$ cat config.mk
export PLATFORM = sky130hd
export DESIGN_NAME = seq_logic_alu
export DESIGN_NICKNAME = d
export VERILOG_FILES = /design/src/rtl/logic_alu_pkg.sv /design/src/rtl/serial_shifter.sv /design/src/rtl/seq_logic_alu.sv
export SDC_FILE = /design/constraint.sdc
export NUM_CORES = 1
export LEC_CHECK = 0
export CELL_PAD_IN_SITES_DETAIL_PLACEMENT = 0
export CELL_PAD_IN_SITES_GLOBAL_PLACEMENT = 1
export CORE_AREA = 2 2 55 57
export DETAILED_ROUTE_END_ITERATION = 10
export DIE_AREA = 0 0 57 59
export DONT_BUFFER_PORTS = 1
export HOLD_SLACK_MARGIN = 0.08
export PLACE_DENSITY_LB_ADDON = 0.05
export SYNTH_ARGS = -nofsm -noshare
export SYNTH_HDL_FRONTEND = slang
export SYNTH_HIERARCHICAL = 1
export SYNTH_SLANG_ARGS = --single-unit
export TNS_END_PERCENT = 1
$ cat constraint.sdc
create_clock -name clk -period 2.1 [get_ports clk]
set_input_delay 0.315 -clock clk [delete_from_list [all_inputs] [get_ports clk]]
set_output_delay 0.315 -clock clk [all_outputs]
set_load 0.005 [all_outputs]
$ cat src/rtl/logic_alu_pkg.sv
// Shared types and helpers for the sequential logic ALU.
// Opcode and FSM state encodings plus opcode classification helpers.
package logic_alu_pkg;

    typedef enum logic [2:0] {
        OP_AND = 3'b000,
        OP_OR  = 3'b001,
        OP_XOR = 3'b010,
        OP_NOT = 3'b011,
        OP_SHL = 3'b100,
        OP_SHR = 3'b101,
        OP_ROL = 3'b110,
        OP_ROR = 3'b111
    } op_e;

    typedef enum logic [1:0] {
        IDLE  = 2'b00,
        SHIFT = 2'b01,
        DONE  = 2'b10
    } state_e;

    function automatic logic is_shift(input op_e op);
        return op inside {OP_SHL, OP_SHR, OP_ROL, OP_ROR};
    endfunction

    function automatic logic is_left(input op_e op);
        return op inside {OP_SHL, OP_ROL};
    endfunction

endpackage

$ cat src/rtl/serial_shifter.sv
// One-bit-per-step shifter/rotator with a down-counter; driven by the ALU FSM.
// Rotate fill is only built when LOGIC_ALU_ROTATE_EN is defined.
module serial_shifter
    import logic_alu_pkg::*;
#(
    parameter int N  = 4,
    parameter int SW = $clog2(N)
) (
    input  logic          clk,
    input  logic          rst,
    input  logic          load,
    input  logic          step,
    input  op_e           op,
    input  logic [N-1:0]  a,
    input  logic [SW-1:0] k,
    output logic [N-1:0]  next_value,
    output logic          next_carry,
    output logic          done
);

    logic [N-1:0]  value_q;
    logic [SW-1:0] count_q;
    logic          left_q;
    logic          fill;

`ifdef LOGIC_ALU_ROTATE_EN
    logic rot_q;
`endif

    // NOTE: every variable written in always_comb gets a default first so no latch is inferred.
    always_comb begin
        next_carry = left_q ? value_q[N-1] : value_q[0];
`ifdef LOGIC_ALU_ROTATE_EN
        fill = rot_q ? next_carry : 1'b0;
`else
        fill = 1'b0;
`endif
        next_value = left_q ? {value_q[N-2:0], fill} : {fill, value_q[N-1:1]};
    end

    // done flags the step that brings the counter to zero, so the caller
    // can capture next_value/next_carry on that same edge.
    assign done = (count_q == SW'(1));

    // NOTE: sequential state uses non-blocking assignments only.
    always_ff @(posedge clk or posedge rst) begin
        if (rst) begin
            value_q <= '0;
            count_q <= '0;
            left_q  <= 1'b0;
        end else if (load) begin
            value_q <= a;
            count_q <= k;
            left_q  <= is_left(op);
        end else if (step) begin
            value_q <= next_value;
            count_q <= count_q - SW'(1);
        end
    end

`ifdef LOGIC_ALU_ROTATE_EN
    always_ff @(posedge clk or posedge rst) begin
        if (rst) begin
            rot_q <= 1'b0;
        end else if (load) begin
            rot_q <= op inside {OP_ROL, OP_ROR};
        end
    end
`endif

endmodule

$ cat src/rtl/seq_logic_alu.sv
// Sequential N-bit logic/shift ALU with valid/ready handshakes and registered flags.
// Optional macro LOGIC_ALU_ROTATE_EN enables ROL/ROR; otherwise they are illegal opcodes.
module seq_logic_alu
    import logic_alu_pkg::*;
#(
    parameter int N = 4
) (
    input  logic         clk,
    input  logic         rst,
    input  logic         in_valid,
    output logic         in_ready,
    input  logic [2:0]   op,
    input  logic [N-1:0] a,
    input  logic [N-1:0] b,
    output logic         out_valid,
    input  logic         out_ready,
    output logic [N-1:0] result,
    output logic         flag_zero,
    output logic         flag_neg,
    output logic         flag_carry,
    output logic         flag_err
);

    localparam int SW = $clog2(N);

    state_e        state_q, state_d;
    op_e           op_in;
    logic [SW-1:0] k;
    logic [N-1:0]  logic_value;
    logic          logic_err;
    logic          load, step, cap_logic, cap_shift;
    logic [N-1:0]  sh_value;
    logic          sh_carry, sh_done;

    logic [N-1:0]  result_q;
    logic          zero_q, neg_q, carry_q;

    assign op_in = op_e'(op);
    assign k     = b[SW-1:0];

    // Shift amounts only use the low SW bits of b.
    logic unused_b_hi;
    assign unused_b_hi = ^b[N-1:SW];

    // Single-cycle result: logic ops, zero-distance shifts and illegal opcodes.
    always_comb begin
        logic_value = '0;
        logic_err   = 1'b0;
        case (op_in)
            OP_AND:         logic_value = a & b;
            OP_OR:          logic_value = a | b;
            OP_XOR:         logic_value = a ^ b;
            OP_NOT:         logic_value = ~a;
            OP_SHL, OP_SHR: logic_value = a;
`ifdef LOGIC_ALU_ROTATE_EN
            OP_ROL, OP_ROR: logic_value = a;
`else
            OP_ROL, OP_ROR: logic_err = 1'b1;
`endif
            default:        logic_value = '0;
        endcase
    end

    always_ff @(posedge clk or posedge rst) begin
        if (rst) begin
            state_q <= IDLE;
        end else begin
            state_q <= state_d;
        end
    end

    always_comb begin
        state_d   = state_q;
        load      = 1'b0;
        step      = 1'b0;
        cap_logic = 1'b0;
        cap_shift = 1'b0;
        case (state_q)
            IDLE: begin
                if (in_valid) begin
                    if (is_shift(op_in) && (k != '0) && !logic_err) begin
                        load    = 1'b1;
                        state_d = SHIFT;
                    end else begin
                        cap_logic = 1'b1;
                        state_d   = DONE;
                    end
                end
            end
            SHIFT: begin
                step = 1'b1;
                if (sh_done) begin
                    cap_shift = 1'b1;
                    state_d   = DONE;
                end
            end
            DONE: begin
                if (out_ready) begin
                    state_d = IDLE;
                end
            end
            default: state_d = IDLE;
        endcase
    end

    serial_shifter #(
        .N  (N),
        .SW (SW)
    ) u_shifter (
        .clk        (clk),
        .rst        (rst),
        .load       (load),
        .step       (step),
        .op         (op_in),
        .a          (a),
        .k          (k),
        .next_value (sh_value),
        .next_carry (sh_carry),
        .done       (sh_done)
    );

    // NOTE: the output registers are reset explicitly so an aborted transaction leaves nothing visible.
    always_ff @(posedge clk or posedge rst) begin
        if (rst) begin
            result_q <= '0;
            zero_q   <= 1'b0;
            neg_q    <= 1'b0;
            carry_q  <= 1'b0;
        end else if (cap_logic) begin
            result_q <= logic_value;
            zero_q   <= (logic_value == '0);
            neg_q    <= logic_value[N-1];
            carry_q  <= 1'b0;
        end else if (cap_shift) begin
            result_q <= sh_value;
            zero_q   <= (sh_value == '0);
            neg_q    <= sh_value[N-1];
            carry_q  <= sh_carry;
        end
    end

`ifdef LOGIC_ALU_ROTATE_EN
    assign flag_err = 1'b0;
`else
    logic err_q;

    always_ff @(posedge clk or posedge rst) begin
        if (rst) begin
            err_q <= 1'b0;
        end else if (cap_logic) begin
            err_q <= logic_err;
        end else if (cap_shift) begin
            err_q <= 1'b0;
        end
    end

    assign flag_err = err_q;
`endif

    // in_ready is gated by rst so the sender sees the block busy during reset.
    assign in_ready   = (state_q == IDLE) && !rst;
    assign out_valid  = (state_q == DONE);
    assign result     = result_q;
    assign flag_zero  = zero_q;
    assign flag_neg   = neg_q;
    assign flag_carry = carry_q;

endmodule

# After elaboration in Yosys (flattened, before gate mapping)
# Index checks and enable logic that the tools add are counted.
# word_totals
input_bits,15
word_cells,76
rom_bits,0
latch_bits,0
n_memories,0
ramBits,0
out_inout_bits,10
register_bits,17
# op_classes
bitwise_logic,4
mul,0
shift,0
n_reduce_logical,17
n_lt_le_gt_ge,0
n_div,0
eq_ne,13
mux,32
n_addsub,1
# ops
op,count
$mux 4,5
$pmux 4 s5,1
$mux 1,19
$eq 3x3->1 const B,4
$mux 2,6
$logic_not 4->1,2
$reduce_bool 2->1,4
$eq 3x2->1 const B,2
$pmux 2 s3,1
$and 4x4->4,1
$eq 2x1->1 const B,2
$ne 2x2->1 const B,2
$not 4->4,1
$or 4x4->4,1
$reduce_bool 4->1,1
$reduce_or 2->1,2
$xor 4x4->4,1
$eq 3x1->1 const B,1
$logic_and 1x1->1,3
$logic_not 3->1,1
$reduce_and 3->1,1
$eq 2x2->1 const B,1
$logic_not 1->1,2
$logic_not 2->1,1
2 further kinds,2

# Longest topological paths before layout
# Gate-level depths: netlist (run 1).
# logic_depth
ltp_word,9
depth_mapped,7
depth_no_buf,7

# Modules after synthesis
# Netlist (run 1), hierarchy kept.
# by_module_without_submodules
mod,cells_each,area_each_um2,seq_area_each_um2,n_inst
seq_logic_alu,96,803.3,225.2,1
serial_shifter,42,426.7,175.2,1

# Worst setup path after synthesis (run 1)
# OpenSTA, ideal clock, no wires.
# synth_path
kind,input to register
start,input op[1]
end,register u_shifter.value_q[2]
cell_stages,7
t_required_ns,1.976
setup_ns,0.124
setup_slack_ns,0.359
n_path_buf,2
t_arrival_ns,1.617
path_cell_list,buf_2 -> nor2b_1 -> nand2_1 -> nor2_1 -> clkbuf_1 -> nor3b_1 -> a211o_1
# synth_between
elab_chain_cells,9
word_cells_on_any_way,15
cone_classes,eq/ne: 4; mux: 5; reduce/logical: 6
# synth_rtl
element,line_no,source
from (decl),seq_logic_alu.sv:12,"input logic [2:0] op,"
$eq 3x3->1,"logic_alu_pkg.sv:23, seq_logic_alu.sv:49",
$reduce_or 2->1,seq_logic_alu.sv:49,case (op_in)
$mux 1,seq_logic_alu.sv:49,
$logic_not 1->1,seq_logic_alu.sv:81,if (is_shift(op_in) && (k != '0) && !logic_err) begin
$logic_and 1x1->1 *,seq_logic_alu.sv:81,
$mux 1 *,seq_logic_alu.sv:81,
$mux 1 *,seq_logic_alu.sv:80,if (in_valid) begin
$mux 1 *,seq_logic_alu.sv:78,case (state_q)
named net load,seq_logic_alu.sv:31,"logic load, step, cap_logic, cap_shift;"
$mux 4 / $reduce_bool 2->1 (equally long branches),n/a,
to (signal assigned),serial_shifter.sv:56,value_q <= next_value;
to (decl),serial_shifter.sv:21,logic [N-1:0] value_q;
# The timed path passes the listed nets; every way through them passes the cells marked *.
# A chain may end at the register's enable or synchronous reset.

# Worst setup path after layout (run 1)
# layout_path
start,register state_q[1]
end,"register zero_q, in the netlist flag_zero"
# layout_between
elab_chain_cells,3
word_cells_on_any_way,6
cone_classes,eq/ne: 1; mux: 3; reduce/logical: 2
# layout_rtl
element,line_no,source
from (decl),seq_logic_alu.sv:26,"state_e state_q, state_d;"
from (signal assigned),seq_logic_alu.sv:68,state_q <= state_d;
$eq 2x1->1 / $logic_not 2->1 (equally long branches),seq_logic_alu.sv:78,
$mux 1,seq_logic_alu.sv:78,
$reduce_bool 2->1 (no source line) / $mux 1 (equally long branches),n/a,
to (signal assigned),seq_logic_alu.sv:131,zero_q <= (logic_value == '0);
to (signal assigned),seq_logic_alu.sv:136,zero_q <= (sh_value == '0);
to (decl),seq_logic_alu.sv:36,"logic zero_q, neg_q, carry_q;"
# Several ways; a longest one is shown, not always the timed one.

==> results.yml, run 1 <==
place:
  hpwlAfterDp_mm: 2.11
  place_congestion: 0.794
  place_area_mm2: 0.00125
  dp_slack_ps: 330
  port-buffer-count: 0
clocking:
  cts_tree: "built"
  clkTransAtPathRegs_ps: 100
  cts.sinks: 16
  ctsLongestPathBuffers: 2
  cts_root_buf: "clkbuf_4"
  postCtsResizedCells: 0
  clkLatencyLatePin_ps: 300
  h-tree-depth: 1
  cts_buffers: 3
finish:
  mostFrequentLayoutCell: "inv_1"
  drive_gt1_frac: 0.129
  fin_nets: 164
  final_cell_area_mm2: 0.00130
  final_util: 0.478
  areaGrowthSynthToFinish_pct: 5.39
  mostFrequentLayoutCells: "inv_1 (21), nand2_1 (16), dfrtp_1 (16), ha_1 (9), nor2b_1 (8)"
  antenna_cells: 0
setup_path:
  regToRegSetupSlack_ps: 310
  cp-start-kind: "flip-flop"
  critPathMaxFanout: 7
  crit_required_ps: 2340
  cp.arrival_ps: 2030
  crit_start: "state_q[1]$_DFFE_PP0P_"
  rr_startpoint: "state_q[1]$_DFFE_PP0P_"
  crit_path_end_kind: "flip-flop"
  criticalPathCategory: "reg2reg"
timing:
  tightest_slew_ps: 606
  rsz0062_at_grt: "false"
  fin_hold_ws_ps: 92.4
  min_period_ps: 1790
  setup_slack_ps: 306
  finalMaxSlewViolations: 0
  hold_viol_final: 0
  tns_ps: 0
  slew_headroom: 0.591
  setup_viol: 0
  skew_ps: 5.04
  fin_crit_sh: 0.854
  max_freq_ghz: 0.558
flow_run:
  maxCapViolations: 0
die:
  die_h_um: 59
  dieArea_mm2: 0.00336
  die_w_um: 57
  ios: 25
  rows: 19
  core_mm2: 0.00271
  start_util: 0.454
power_and_ir_drop:
  cellPowerDensity_mw_per_mm2: 992
  max-vdd-ir-drop_v: 0.000751
  p_leak_nw: 0.631
synthesis:
  synthArstFlopShare: 1.00
  synth-edff-count: 0
  synth_cell_types: 47
  syn_area_mm2: 0.00123
  syn_nets: 162
  ys_seq_area_frac: 0.326
  ys_warn_count: 6
  synthCells: 138
  syn_area_per_cell_um2: 8.91
  synth-seq-cells: 16
  synthFlopType: "dfrtp_1"
route:
  drt-initial-drc-count: 39
  wl_per_cell_um: 15.9
  drcViolationCount: 0
  first_pass_iters: 4
  antenna_left: 0
  finalWirelength_mm: 2.70
  vias: 931
  routed_via_density: 5.48
grt:
  grt_max_degree: 14
  grt_pass1_vias: 914
  antenna_found_initial: 0
  grt_use_total: 0.178
  grt_pass1_wl_mm: 4.55
  grt.overflow.total: 0
worst_hold_path:
  min-delay-start: "op[0]"
  worstHoldPathType: "in2reg"
run_status:
  status: "finished clean"
## timing repair
action,CTS,global route
hold buffers,1,0
endpoints found under the hold margin,16,0
setup buffers,0,0
## critical path, stage by stage (launching register included)
cell,delay [ps]
dfrtp_1,450
or3b_4,460
a21oi_4,230
o211ai_2,130
nor4_1,310
o22a_1,160
## layout make-up
class	instances	area (um^2)
multi-input combinational	94	709
tap	31	38.8
sequential	16	400
inverter	21	78.8
timing repair buffer	4	32.5
clock buffer	4	36.3
fill	279	1410
## worst paths after layout
path,depth (start not counted),to
min reg2reg,2,result[0]$_DFFE_PP0P_
min in group asynchronous,2,u_shifter/count_q[1]$_DFFE_PP0P_
max,5,flag_zero$_DFFE_PP0P_
max reg2reg,5,flag_zero$_DFFE_PP0P_
max in group asynchronous,2,result[0]$_DFFE_PP0P_
min,1,u_shifter/left_q$_DFFE_PP0P_
## routing by layer
layer | share of wire | vias up | track usage
met2 | 0.44 | 21 | 0.266
met3 | 0.052 | 5 | 0.0568
met5 | 0 | - | 0
met4 | 0.015 | 0 | 0.0365
met1 | 0.49 | 433 | 0.254
li1 | - | 472 | -
## report_power, final
group          switching (mW)  total, mW  leakage, nW  internal (mW)
logic                   0.229      0.494        0.409          0.265
clock network           0.104      0.210       0.0210          0.106
registers               0.138      0.581        0.202          0.444
total                   0.471       1.29        0.631          0.814
## synth_stat cells (2+ instances only)
| cell | count | area share |
|---|---|---|
| a211o_1 | 3 | 0.021 |
| nor2b_1 | 8 | 0.041 |
| nand2b_1 | 3 | 0.015 |
| dfrtp_1 | 16 | 0.33 |
| a22oi_1 | 3 | 0.018 |
| nor3b_1 | 2 | 0.012 |
| inv_1 | 21 | 0.064 |
| and2_1 | 3 | 0.015 |
| mux2i_1 | 4 | 0.033 |
| buf_2 | 3 | 0.012 |
| nor2_1 | 4 | 0.012 |
| a31oi_1 | 2 | 0.010 |
| nand2_1 | 16 | 0.049 |
| clkbuf_1 | 2 | 0.0061 |
| ha_1 | 9 | 0.092 |
| o21ai_0 | 6 | 0.024 |
| mux2_4 | 2 | 0.024 |
| o211ai_1 | 2 | 0.012 |
## logic make-up after synthesis
logic type | count (synthesis) | synth area share
AND/OR/NAND/NOR | 46 | 0.204
AO/OA/AOI/OAI | 30 | 0.189
buffers and inverters | 28 | 0.0977
flip-flops | 16 | 0.326
adder cells (fa/ha/maj) | 9 | 0.0916
multiplexers | 8 | 0.0844
XOR/XNOR | 1 | 0.00712
## sequential cells by signal, indices dropped and copies added (netlist names)
| register | flops |
|---|---|
| result | 4 |
| u_shifter/value_q | 4 |
| state_q | 2 |
| u_shifter/count_q | 2 |
| flag_carry | 1 |
| flag_err | 1 |
| flag_zero | 1 |
| u_shifter/left_q | 1 |
## per-stage QoR
stage,cells,power [mW]
CTS,170,1.30
global route,170,1.41
finish,170,1.29
global placement,165,1.07
detailed placement,165,1.08
floorplan,138,0.995
Power figures use the tool's default switching activity.
==> run 2: changes to the inputs <==
- ABC_AREA: unset -> 1
- CAP_MARGIN: unset -> 15
- CORE_AREA: 2 2 55 57 -> 2 2 56 58
- DIE_AREA: 0 0 57 59 -> 0 0 58 60
- SKIP_CTS_REPAIR_TIMING: unset -> 1
==> run 2 against run 1 <==
Design area decreased by 1.3%. Largest power group unchanged. Non-clock buffer count decreased by 2. Clock skew decreased by 1.4 ps. Critical path type unchanged. Die area increased by 3.5%. Power decreased by 1.8%. Worst setup slack improved by 440 ps. Clock power decreased by 3%.
==> results.yml, run 2 <==
run_status:
  status: "finished clean"
setup_path:
  critPathMaxFanout: 7
  regToRegSetupSlack_ps: 750
  rr_worst_depth: 7
  slowest_stage: "dfrtp_1"
  cp_top_family: "flip-flops"
  cp_num_buf_inv: 3
  criticalPathCategory: "reg2reg"
  cp_slowest_stage_delay_ps: 390
  cp.arrival_ps: 1530
  crit_cells: 7
  r2r_end: "flag_carry$_DFFE_PP0P_"
  crit_path_end_kind: "flip-flop"
  path_cells: "inv_1 -> ha_1 -> nand2_1 -> nand2_2 -> inv_2 -> a32oi_1 -> inv_1"
  cp_common_cell: "inv_1"
  cp-start-kind: "flip-flop"
  rr_startpoint: "u_shifter/count_q[1]$_DFFE_PP0P_"
  crit_required_ps: 2280
place:
  place_area_mm2: 0.00123
  hpwlAfterDp_mm: 2.35
  port-buffer-count: 0
  place_congestion: 0.828
power_and_ir_drop:
  max-vdd-ir-drop_v: 0.000406
  power.total_mw: 1.26
  p_leak_nw: 0.709
  cellPowerDensity_mw_per_mm2: 986
clocking:
  cts_buffers: 3
  clkLatencyLatePin_ps: 280
  clkTransAtPathRegs_ps: 100
  cts_tree: "built"
  cts_root_buf: "clkbuf_4"
  ctsLongestPathBuffers: 2
  h-tree-depth: 1
  cts.sinks: 16
grt:
  grt_use_total: 0.176
  antenna_found_initial: 0
  grt.overflow.total: 0
  grt_pass1_vias: 1085
  grt_max_degree: 11
  grt_pass1_wl_mm: 4.72
timing:
  hold_viol_final: 0
  fin_hold_ws_ps: 109
  finalMaxSlewViolations: 0
  slew_headroom: 0.765
  fin_crit_sh: 0.643
  max_freq_ghz: 0.740
  setup_viol: 0
  min_period_ps: 1350
  skew_ps: 3.66
  tns_ps: 0
  rsz0062_at_grt: "false"
  tightest_slew_ps: 352
finish:
  final_util: 0.441
  mostFrequentLayoutCell: "nand2_1"
  fin_nets: 205
  final_cell_area_mm2: 0.00128
  antenna_cells: 0
  mostFrequentLayoutCells: "nand2_1 (54), inv_1 (24), nand3_1 (22), nor2_1 (17), dfrtp_1 (16)"
  drive_gt1_frac: 0.117
  areaGrowthSynthToFinish_pct: 5.36
synthesis:
  syn_nets: 201
  syn_area_mm2: 0.00121
  syn_area_per_cell_um2: 6.86
  ys_seq_area_frac: 0.330
  synth_most_common_cell: "nand2_1"
  synthArstFlopShare: 1.00
  synthCells: 177
  synthFlopType: "dfrtp_1"
  synth-seq-cells: 16
  yosysTopAreaCellShare: 0.330
  synth.area.top_cells: "dfrtp_1 (33%), nand2_1 (17%), ha_1 (9.3%)"
  ys_warn_count: 6
  synth_largest_area_cell: "dfrtp_1"
  synth-edff-count: 0
  synth_common_cells: "nand2_1 (54), inv_1 (24), nand3_1 (22), nor2_1 (17), dfrtp_1 (16)"
  synth_cell_types: 22
die:
  ios: 25
  core_mm2: 0.00290
  dieArea_mm2: 0.00348
  die_w_um: 58
  rows: 20
  start_util: 0.419
  die_h_um: 60
route:
  finalWirelength_mm: 2.83
  first_pass_iters: 4
  drt-initial-drc-count: 35
  wl_per_cell_um: 13.3
  routed_via_density: 5.09
  vias: 1085
  antenna_left: 0
  drcViolationCount: 0
worst_hold_path:
  min-delay-start: "out_ready"
  worstHoldPathType: "in2reg"
  holdPathEnd: "state_q[1]$_DFFE_PP0P_"
  hold_depth: 1
flow_run:
  maxCapViolations: 0
-- run 2: cell types whose count changed after synthesis, moves of 4 or more --
cell and delta:
nand2_1 +38, nand3_1 +21, nor2_1 +13, nor2b_1 -8, inv_2 +6, o21ai_0 -5
mux2i_1 -4, nand2_2 +4, nor2_2 +4
-- run 2: kinds of logic after synthesis --
kind of cell,Yosys count,synth area share
flops,16,0.330
simple gates,107,0.398
fa+ha+maj,9,0.0927
buf+inv,33,0.117
compound gates,12,0.0628
-- run 2: power breakdown --
| group | switching, mW | internal, mW | total (mW) |
|---|---|---|---|
| combinational | 0.317 | 0.183 | 0.500 |
| clock | 0.0977 | 0.105 | 0.203 |
| sequential | 0.118 | 0.441 | 0.559 |
-- run 2: metrics by stage --
| stage | setup slack (ps) | cells |
|---|---|---|
| after floorplan | 730 | 177 |
| after global placement | 692 | 208 |
| after detailed placement | 669 | 208 |
| after CTS | 749 | 212 |
| after global routing | 603 | 213 |
| final | 749 | 213 |
-- run 2: routing by layer --
| metal | vias up | wire length (um) | share of wire | global-route usage |
|---|---|---|---|---|
| li1 | 559 | - | - | - |
| met1 | 505 | 1310 | 0.46 | 0.218 |
| met2 | 19 | 1390 | 0.49 | 0.297 |
| met3 | 2 | 99 | 0.035 | 0.0368 |
| met4 | 0 | 25 | 0.0088 | 0.0731 |
| met5 | - | 0 | 0 | 0 |
-- run 2: final cells by class --
cell class              count  area, um^2
well taps                  33        41.3
flip-flops and latches     16         400
repair buffers              2        17.5
clock buffers               4        36.3
multi-input cells         128         672
fillers                   318        1620
inverters                  30         113
-- run 2: how the worst max path moves through the flow --
stage | start | endpoint | slack [ps]
2_1_floorplan | op[1] | u_shifter/value_q[1]$_DFFE_PP0P_ | 730
5_1_grt | u_shifter/left_q$_DFFE_PP0P_ | flag_zero$_DFFE_PP0P_ | 600
3_3_place_gp | a[3] | flag_zero$_DFFE_PP0P_ | 690
3_5_place_dp | a[3] | flag_zero$_DFFE_PP0P_ | 670
6_report | u_shifter/count_q[1]$_DFFE_PP0P_ | flag_carry$_DFFE_PP0P_ | 750
4_1_cts | state_q[1]$_DFFE_PP0P_ | flag_zero$_DFFE_PP0P_ | 750
==> run 3: changes to the inputs <==
- CORE_AREA: 2 2 56 58 -> 2 2 59 61
- DIE_AREA: 0 0 58 60 -> 0 0 61 63
- clock period: 2.1 -> 1.15 ns (I/O delays scaled with it)
==> run 3 against run 2 <==
The flow now finishes with violations (setup timing). Final cell count rose by 24%. First-iteration DRC count fell by 23%. Die area rose by 10%. Register-to-register slack got worse by 890 ps. Sequential power rose by 81%. Maximum frequency rose by 4.9%. Highest routed layer unchanged.
==> results.yml, run 3 (same netlist as run 2, synthesis figures left out) <==
setup_path:
  rr_startpoint: "state_q[0]$_DFFE_PP0P_"
  cp_top_family: "simple AND/OR/NAND/NOR gates"
  crit_required_ps: 1390
  cp.arrival_ps: 1530
  cp_num_buf_inv: 3
  r2r_end: "u_shifter/value_q[1]$_DFFE_PP0P_"
  regToRegSetupSlack_ps: -140
  slowest_stage: "dfrtp_1"
  cp-start-kind: "flip-flop"
  criticalPathCategory: "reg2reg"
  crit_path_end_kind: "flip-flop"
  critPathMaxFanout: 6
  rr_worst_depth: 9
  path_cells: "nor2_2 -> nand2_1 -> nor2_1 -> buf_4 -> buf_12 -> nand2_2 -> inv_2 -> a21oi_2 -> nand2_1"
  cp_common_cell: "nand2_1"
  cp_slowest_stage_delay_ps: 420
timing:
  setup_slack_ps: -137
  rsz0062_at_grt: "true"
  fin_hold_ws_ps: 39.1
  setup_viol: 17
  fin_crit_sh: 1.12
  slew_headroom: 0.778
  skew_ps: 6.45
  max_freq_ghz: 0.777
  min_period_ps: 1290
  tightest_slew_ps: 332
  hold_viol_final: 0
  finalMaxSlewViolations: 0
route:
  wl_per_cell_um: 11.7
  drt-initial-drc-count: 27
  vias: 1203
  antenna_left: 0
  first_pass_iters: 4
  routed_via_density: 4.56
  finalWirelength_mm: 3.08
  drcViolationCount: 0
clocking:
  cts_tree: "built"
  ctsLongestPathBuffers: 2
  h-tree-depth: 1
  clkTransAtPathRegs_ps: 100
  clkLatencyLatePin_ps: 300
  cts.sinks: 16
  cts_root_buf: "clkbuf_4"
  cts_buffers: 3
die:
  die_h_um: 63
  dieArea_mm2: 0.00384
  core_mm2: 0.00323
  start_util: 0.376
  rows: 21
  die_w_um: 61
  ios: 25
finish:
  areaGrowthSynthToFinish_pct: 36.7
  fillCellCount: 326
  seqCellArea_um2: 402
  final_util: 0.514
  drive_gt1_frac: 0.266
  fin_nets: 243
  multiInputGateArea_um2: 712
  final_cell_area_mm2: 0.00166
  mostFrequentLayoutCells: "nand2_1 (53), buf_4 (29), inv_1 (23), nand3_1 (22), nor2_1 (16)"
  antenna_cells: 0
  mostFrequentLayoutCell: "nand2_1"
grt:
  grt_pass1_wl_mm: 5.19
  grt_use_total: 0.181
  grt_pass1_vias: 1189
  grt.overflow.total: 0
  grt_max_degree: 11
  antenna_found_initial: 0
run_status:
  violations: "setup timing"
  status: "complete, but fails checks"
place:
  place_area_mm2: 0.00144
  port-buffer-count: 0
  place_congestion: 0.859
  hpwlAfterDp_mm: 2.55
worst_hold_path:
  hold_depth: 2
  holdPathEnd: "u_shifter/value_q[0]$_DFFE_PP0P_"
  worstHoldPathType: "in2reg"
  min-delay-start: "a[0]"
flow_run:
  maxCapViolations: 0
power_and_ir_drop:
  cellPowerDensity_mw_per_mm2: 1720
  max-vdd-ir-drop_v: 0.000400
  p_leak_nw: 0.900
-- run 3: cell count changes in the layout (fill, tap and decap cells not counted), sizes merged --
cell / change
buf: +29
dlygate4sd3: +9
-- run 3: worst reg2reg max path: stages (launching register included) --
cell and delay (ps):
dfrtp_1 420, nor2_2 150, nand2_1 80, nor2_1 110, buf_4 170, buf_12 120, nand2_2 40, inv_2 50
a21oi_2 30, nand2_1 70
-- run 3: final cells by class --
class / instances / area share
well taps: 46 / 0.0347
inverters: 30 / 0.0693
multi-input cells: 128 / 0.429
flip-flops and latches: 16 / 0.242
repair buffers: 40 / 0.203
clock buffers: 4 / 0.0219
-- run 3: worst max-delay path by stage --
stage,startpoint,slack [ps],end,cells after the start
4_1_cts,state_q[1]$_DFFE_PP0P_,-170,flag_carry$_DFFE_PP0P_,8
3_3_place_gp,state_q[1]$_DFFE_PP0P_,-100,flag_carry$_DFFE_PP0P_,8
3_5_place_dp,state_q[1]$_DFFE_PP0P_,-150,flag_carry$_DFFE_PP0P_,8
2_1_floorplan,op[1],-80,u_shifter/value_q[2]$_DFFE_PP0P_,10
6_report,state_q[0]$_DFFE_PP0P_,-140,u_shifter/value_q[1]$_DFFE_PP0P_,9
5_1_grt,state_q[0]$_DFFE_PP0P_,-230,u_shifter/value_q[1]$_DFFE_PP0P_,9
-- run 3: stage by stage --
| step | setup WS (ps) | setup TNS (ps) | std cells | total power, mW |
|---|---|---|---|---|
| after floorplan | -77.2 | -412 | 177 | 1.74 |
| after global placement | -102 | -938 | 245 | 2.29 |
| after detailed placement | -152 | -1400 | 245 | 2.30 |
| after CTS | -168 | -1850 | 249 | 2.69 |
| after global routing | -234 | -2850 | 264 | 3.11 |
| final | -137 | -1340 | 264 | 2.86 |
-- run 3: power by group --
group	switching, mW	internal [mW]	total (mW)
clock	0.192	0.193	0.385
sequential	0.204	0.809	1.01
combinational	0.718	0.738	1.46
total	1.11	1.74	2.86
-- run 3: per-layer routing --
| layer | track usage | part of all wire | vias up |
|---|---|---|---|
| met5 | 0 | 0 | - |
| met4 | 0.0734 | 0.017 | 0 |
| met3 | 0.0393 | 0.040 | 5 |
| met2 | 0.297 | 0.50 | 32 |
| met1 | 0.223 | 0.44 | 529 |
| li1 | - | - | 637 |
